**src/rtl/parity_unit.sv**
```systemverilog
// UART parity unit: TX parity generator and bit-serial RX parity checker
// with a saturating parity-error counter.
module parity_unit #(
  parameter int DATA_WIDTH = 8,
  parameter int ERR_CNT_W  = 8
) (
  input  logic                  clck,
  input  logic                  rst,
  input  logic                  par_en,
  input  logic [1:0]            par_mode,
  input  logic [DATA_WIDTH-1:0] p_data,
  input  logic                  data_valid,
  output logic                  par_bit,
  output logic                  par_valid,
  input  logic                  ser_start,
  input  logic                  ser_bit,
  input  logic                  ser_valid,
  output logic                  chk_done,
  output logic                  par_err,
  output logic [ERR_CNT_W-1:0]  err_cnt,
  input  logic                  err_clr,
  output logic                  busy
);

  localparam int CW = (DATA_WIDTH > 1) ? $clog2(DATA_WIDTH) : 1;
  localparam logic [CW-1:0] LAST_BIT = CW'(DATA_WIDTH - 1);
  localparam logic [ERR_CNT_W-1:0] CNT_MAX = '1;

  typedef enum logic [1:0] {
    IDLE = 2'd0,
    DATA = 2'd1,
    PAR  = 2'd2
  } state_e;

  // x is the XOR of all data bits; mode picks the parity rule
  function automatic logic par_of(input logic x, input logic [1:0] m);
    logic r;
    unique case (m)
      2'b00:   r = x;
      2'b01:   r = ~x;
      2'b10:   r = 1'b1;
      default: r = 1'b0;
    endcase
    return r;
  endfunction

  logic                 par_bit_q, par_bit_d;
  logic                 par_valid_q, par_valid_d;
  logic                 tx_cap;

  state_e               state_q, state_d;
  logic [CW-1:0]        cnt_q, cnt_d;
  logic                 acc_q, acc_d;
  logic [1:0]           mode_q, mode_d;
  logic                 chk_done_q, chk_done_d;
  logic                 par_err_q, par_err_d;
  logic [ERR_CNT_W-1:0] err_cnt_q, err_cnt_d;

  always_comb begin
    tx_cap      = data_valid & par_en;
    par_valid_d = tx_cap;
    par_bit_d   = par_bit_q;
    if (tx_cap) begin
      par_bit_d = par_of(^p_data, par_mode);
    end
  end

  // Frame control: par_en loss aborts, ser_start restarts and wins
  // over a coincident ser_valid.
  always_comb begin
    state_d    = state_q;
    cnt_d      = cnt_q;
    acc_d      = acc_q;
    mode_d     = mode_q;
    chk_done_d = 1'b0;
    par_err_d  = 1'b0;
    if (!par_en) begin
      state_d = IDLE;
    end else if (ser_start) begin
      state_d = DATA;
      cnt_d   = '0;
      acc_d   = 1'b0;
      mode_d  = par_mode;
    end else if (ser_valid) begin
      unique case (state_q)
        DATA: begin
          acc_d = acc_q ^ ser_bit;
          cnt_d = cnt_q + CW'(1);
          if (cnt_q == LAST_BIT) begin
            state_d = PAR;
          end
        end
        PAR: begin
          chk_done_d = 1'b1;
          par_err_d  = ser_bit != par_of(acc_q, mode_q);
          state_d    = IDLE;
        end
        default: begin
          state_d = IDLE;
        end
      endcase
    end
  end

  always_comb begin
    err_cnt_d = err_cnt_q;
    if (err_clr) begin
      err_cnt_d = '0;
    end else if (par_err_d && err_cnt_q != CNT_MAX) begin
      err_cnt_d = err_cnt_q + ERR_CNT_W'(1);
    end
  end

  always_ff @(posedge clck) begin
    if (rst) begin
      par_bit_q   <= 1'b0;
      par_valid_q <= 1'b0;
      state_q     <= IDLE;
      cnt_q       <= '0;
      acc_q       <= 1'b0;
      mode_q      <= 2'b00;
      chk_done_q  <= 1'b0;
      par_err_q   <= 1'b0;
      err_cnt_q   <= '0;
    end else begin
      par_bit_q   <= par_bit_d;
      par_valid_q <= par_valid_d;
      state_q     <= state_d;
      cnt_q       <= cnt_d;
      acc_q       <= acc_d;
      mode_q      <= mode_d;
      chk_done_q  <= chk_done_d;
      par_err_q   <= par_err_d;
      err_cnt_q   <= err_cnt_d;
    end
  end

  assign par_bit   = par_bit_q;
  assign par_valid = par_valid_q;
  assign chk_done  = chk_done_q;
  assign par_err   = par_err_q;
  assign err_cnt   = err_cnt_q;
  assign busy      = state_q != IDLE;

endmodule

```
**config.mk**
```make
export PLATFORM = sky130hd
export DESIGN_NAME = parity_unit
export DESIGN_NICKNAME = d
export VERILOG_FILES = /design/src/rtl/parity_unit.sv
export SDC_FILE = /design/constraint.sdc
export NUM_CORES = 1
export LEC_CHECK = 0
export ABC_AREA = 1
export CORE_MARGIN = 2
export CORE_UTILIZATION = 25
export CTS_BUF_LIST = sky130_fd_sc_hd__clkbuf_8
export DETAILED_ROUTE_END_ITERATION = 16
export GPL_TIMING_DRIVEN = 0
export SYNTH_ARGS = -nofsm -noshare
export SYNTH_HDL_FRONTEND = slang
export SYNTH_SLANG_ARGS = --single-unit
export TNS_END_PERCENT = 100
```
**constraint.sdc**
```tcl
create_clock -name clck -period 2.5 [get_ports clck]
set_input_delay 0.625 -clock clck [delete_from_list [all_inputs] [get_ports clck]]
set_output_delay 0.625 -clock clck [all_outputs]
set_load 0.03 [all_outputs]
```
### Yosys cells after proc, flatten, opt, wreduce, memory -nomap -nowiden

Cells that the tools add are included.

* bits in registers: 20
* word-level logic and storage cells: 65

* $add $sub $neg: 2
* equality and inequality tests: 11
* muxes and demuxes: 21
* bitwise operators: 6
* reduce and logical (&&, ||, !) cells: 15

Operator list (count)
* $mux W1: 14
* $mux W3: 3
* $add A8 B1 Y8 const B: 1
* $ne A8 B8 Y1 const B: 1
* $reduce_xor A8 Y1: 1
* $eq A2 B1 Y1 const B: 3
* $eq A2 B2 Y1 const B: 3
* $pmux W1 S3: 2
* $reduce_and A2 Y1: 3
* $reduce_bool A2 Y1: 3
* $logic_not A2 Y1: 2
* $mux W2: 2
* $not A1 Y1: 4
* $reduce_or A2 Y1: 2
* $reduce_or A4 Y1: 1
* $add A3 B1 Y3 const B: 1
* $eq A3 B3 Y1 const B: 1
* $ne A3 B3 Y1 const B: 1
* $reduce_and A3 Y1: 1
* $reduce_or A3 Y1: 1
* $ne A2 B2 Y1 const B: 1
* $and A1 B1 Y1: 1
* $logic_and A1 B1 Y1: 1
* $ne A1 B1 Y1: 1
* $xor A1 B1 Y1: 1

### Depth between registers and ports, before layout

* depth in word-level cells: 12
* mapped depth: 11

### Worst setup path after synthesis

No wires, ideal clock.

* path type: register to register
* start: register err_cnt_q[1], in the netlist err_cnt[1]
* end: register err_cnt_q[7], in the netlist err_cnt[7]
* arrival time: 1.581 ns
* data required time: 2.434 ns
* path slack: 0.853 ns
* cell stages (with the launch flop): 8
* path buffers: 0
* clock period less this slack: 1.647 ns
* cells stage by stage: dfxtp_1 > ha_1 > nand2_2 > nor3_4 > nand3_4 > nand2_4 > nand2_1 > a21oi_2

* word-level cells in the longest chain between the ends: 2
* elaborated cells on any way between the ends: 3

Ends and longest elaborated chain
* start: declaration: line 57 `logic [ERR_CNT_W-1:0] err_cnt_q, err_cnt_d;`
* start signal: assignment: line 134 `err_cnt_q <= err_cnt_d;`
* parallel branches: the longest is 2 deep, another holds $add A8 B1 Y8

Several ways; the timed one is not identified.
A chain may end at the register's enable or synchronous reset.

### Worst setup path in the final report

* start: register err_cnt_q[2], in the netlist err_cnt[2]
* end: output port err_cnt[2]

RTL lines
* end: declaration: line 20 `output logic [ERR_CNT_W-1:0] err_cnt,`

No word-level cell between the ends.

==> results by stage <==
Run status:
- The flow ran to the end, and the final reports show no timing, DRC or antenna violations.

Worst setup path:
- STA classifies the critical path startpoint as a register.
- The critical path buffer and inverter count is 1.
- The stage delay of the slowest cell on the critical path is about 0.72 ns.
- The worst setup path is of the reg -> out kind.
- The critical path goes through clkdlybuf4s50_1.
- The kind of cell with the highest combined delay on the critical path is buffers and inverters.
- The setup slack of the worst register-to-register path is just under 1 ns.
- The path length in cells of the critical path is 1.
- The maximum fanout along the worst path is 7.
- STA puts the critical path data arrival time at ~1.5 ns.
- The number of cells traversed by the worst register-to-register path is 7.
- The element type at the critical path end is an output pin.
- The cell type of the slowest stage on the worst timing path is clkdlybuf4s50_1.
- STA puts the critical path data required time at 1.88 ns.

Synthesis:
- After synthesis, the largest family of logic cells by area is simple AND/OR/NAND/NOR gates.
- In the synthesized netlist the dominant register cell turns out to be dfxtp_1.
- The post-synth design cell area is 1140 µm².
- Synthesis inferred 20 register bits.
- The number of warnings issued by yosys is 0.
- Counting every net in the synthesized netlist gives around 190.
- Of the total synthesized cell area, the portion taken by XOR and XNOR cells is ~4.6%.
- Counting flops with an async set or reset pin after synthesis yields a share of 0%.
- Synthesis produced roughly 170 cells.
- The average cell area after synthesis is roughly 6.6 µm².
- After Yosys synthesis, full adders, half adders and majority gates account for ~3.3% of the synthesized area.
- The sequential element share of the synthesized area is between 30% and 40%.
- The post-synthesis compound-gate area fraction is 11.1%.
- Summing the areas of all and, or, nand and nor instances in the mapped netlist gives between 30% and 40% of the synthesized area.
- Counting flops with a built-in enable in the synthesized netlist gives 0.
- The portion of synthesized area spent on multiplexers is 0%.
- The unique cell type count in the Yosys netlist is 23.

Placed design:
- Input and output buffers added on the ports amount to 29.
- The placer's final routability congestion estimate is between 0.8 and 0.9.
- The HPWL after detailed placement is 1.84 mm.
- After detailed placement, the total cell area comes to 1500 µm².
- The number of placed instances, taps included is approximately 250.

CTS:
- Once the clock tree was built, the setup fixing pass inserted 0 buffers.
- The clock net in this run drives a total of 20 sinks.
- The maximum buffer depth of the clock tree is 2.
- For the worst-skew pair, the clock arrives at the later sink with an insertion delay of 0.26 ns.
- The post-cts resize count is 0.
- The deepest level of the CTS H-tree is 1.
- The TritonCTS buffer count is 3.
- The CTS tree is done.
- The clock tree root driver cell is clkbuf_8.
- The clock-pin slew reported for the worst setup and hold paths after clock tree synthesis is approximately 0.080 ns.
- In this run, post-CTS hold repair placed 0 buffers.

STA:
- The clock arrives with 0.00589 ns of skew.
- The final-report hold violation count came to 0.
- For this run, the top clock speed supported by timing is about 480 MHz.
- After routing, the total negative slack on setup checks comes to 0 ns.
- The slew at the pin closest to its max-slew limit is ~0.38 ns.
- Setup repair after global routing left no endpoint under its margin.
- Dividing the final minimum period by the clock period gives 83.0%.
- The worst pin sits at a relative slew slack of between 70% and 80%.
- The number of pins exceeding their max-slew limit in the final report is 0.
- For the finished layout, the period the worst path requires is roughly 2.1 ns.
- Setup violations remaining at the end of the flow were counted as 0.

Power and ir drop:
- The portion of total power attributed to the clock network is 33.6%.
- The power density relative to cell area is 419 nW/µm².
- IR analysis of the VDD net gives a maximum drop of 0.000148 V.
- Summed over all nets, the switching power comes to 167 µW.
- The share of total power in combinational logic is approximately 16%.
- The leakage component of the power is 0.684 nW.
- Of the total power, the share spent switching nets is 25.8%.
- Sequential cells burn slightly above 50% of the power.
- After layout, the design draws a total of approximately 640 µW.
- The internal power of the cells totals around 480 µW.

Routing:
- The total wire length is roughly 2.3 mm.
- The detail route stage leaves a number of antenna-violating nets equal to 0.
- The average wire length per cell after detail routing is 8.86 µm.
- The post-detailed-route DRC marker count is 0.
- Detailed routing inserted a total of ~1100 vias.
- For this block, the initial DRC count from the detailed router was 107.
- The first detailed-routing pass ran for 4 iterations.
- Using the TritonRoute via totals, the vias-per-cell ratio works out to roughly 4.4.

Floorplanning:
- The number of standard-cell rows in the floorplan is 24.
- The total area inside the core boundary comes to about 4400 µm².
- The effective utilization at floorplan is 26.1%.
- Pin placement for this block handled 31 I/O pins.
- The floorplan step defined a die boundary enclosing a little over 5000 µm².
- The floorplan step set the die height to 71.6 µm.
- The die width is 71.6 µm.

GRT:
- The overall overflow remaining after global route is 0.
- The via count of the first global-routing pass is ~1000.
- The number of antenna violations at the first check in global routing is 0.
- Global routing used about a tenth of the available tracks.
- Entering global routing, the biggest net connects 11 pins.
- The first-pass GRT wire length is approximately 4.1 mm.

Cells and area:
- The number of fill cells in the layout is approximately 460.
- Once layout is complete, the cells apart from fillers number between 200 and 300.
- The area of all placed cells without fillers is between 1500 and 2000 µm².
- The number of nets at the end of the flow is around 230.
- In the layout the commonest cells are 60 x nand2_1, 29 x clkdlybuf4s50_1, 26 x inv_1.
- Of the cells placed in the final design, the portion with a size suffix greater than 1 is under 10%.
- The most common cell after layout, fill and taps aside is nand2_1.
- The layout overhead on the synthesized area is 34.7%.
- The final antenna diode count is 0.

Run:
- The max-capacitance violation count is 0.

Min path:
- The number of cells on the worst hold path is 2.
- The tightest min-delay check is of the reg -> reg type.
==> final cells by class <==
| cell class | instances | area [µm²] | share of cell area [%] |
|---|---|---|---|
| Multi-Input combinational cell | 126 | 641 | 41.6 |
| Sequential cell | 20 | 400 | 26.0 |
| Timing Repair Buffer | 29 | 290 | 18.9 |
| Inverter | 26 | 97.6 | 6.34 |
| Tap cell | 52 | 65.1 | 4.23 |
| Clock buffer | 3 | 41.3 | 2.68 |
| Buffer | 1 | 3.75 | 0.244 |
==> tightest hold or removal path, stage by stage, from the launching register on <==
cell and delay [ns]:
dfxtp_1 0.32, nand2_1 0.06, a21oi_1 0.05
==> cell families (layout without fill, tap and decap cells) <==
group	count (synthesis)	after routing
compound gates	24	24
fa+ha+maj	3	3
xor+xnor	6	6
flops	20	20
simple gates	93	93
buf+inv	27	59
==> routing by layer <==
metal	track usage (%)	wire length [µm]	vias up
met5	0	0	-
met4	5.03	49	0
met3	0.985	71	4
met2	16.0	1040	18
met1	12.8	1120	485
li1	-	-	616
==> cells in the mapped netlist (2+ instances only) <==
cell type | count | area [µm²]
a21oi_1 | 14 | 70.1
dfxtp_1 | 20 | 400
ha_1 | 3 | 37.5
inv_1 | 26 | 97.6
nand2_1 | 60 | 225
nand3_1 | 14 | 70.1
nand4_1 | 2 | 12.5
nor2_1 | 7 | 26.3
nor3_1 | 3 | 15.0
o21ai_0 | 6 | 30.0
o21ai_1 | 2 | 10.0
xnor2_1 | 2 | 17.5
xor2_1 | 4 | 35.0
==> worst paths after layout <==
path / startpoint / to
min reg2reg: cnt_q[2] / cnt_q[2]
max reg2reg: err_cnt[1] / err_cnt[7]
max: err_cnt[2] / err_cnt[2]
min: cnt_q[2] / cnt_q[2]
==> registers in the layout (all words and copies together) (netlist names) <==
register   flops
acc_q          1
chk_done       1
cnt_q          3
err_cnt        8
mode_q         2
par_bit        1
par_err        1
par_valid      1
state_q        2
==> per-stage QoR <==
step / util (%) / worst slack (ns) / hold slack, ns
global placement: 34.2 / 0.268 / 0.458
detailed placement: 34.2 / 0.285 / 0.468
floorplan: - / 0.853 / 0.444
global route: 35.1 / 0.375 / 0.506
CTS: 35.1 / 0.414 / 0.480
finish: 35.1 / 0.426 / 0.476
==> power groups by stage <==
| stage | Clock (mW) | Combinational, mW | Sequential (mW) |
|---|---|---|---|
| finish | 0.217 | 0.101 | 0.327 |
| floorplan | 0 | 0.0528 | 0.338 |
| detailed placement | 0 | 0.102 | 0.334 |
| CTS | 0.218 | 0.102 | 0.327 |
| global placement | 0 | 0.100 | 0.334 |
| global route | 0.229 | 0.115 | 0.327 |
No activity file was read; power rests on OpenSTA's default activity.
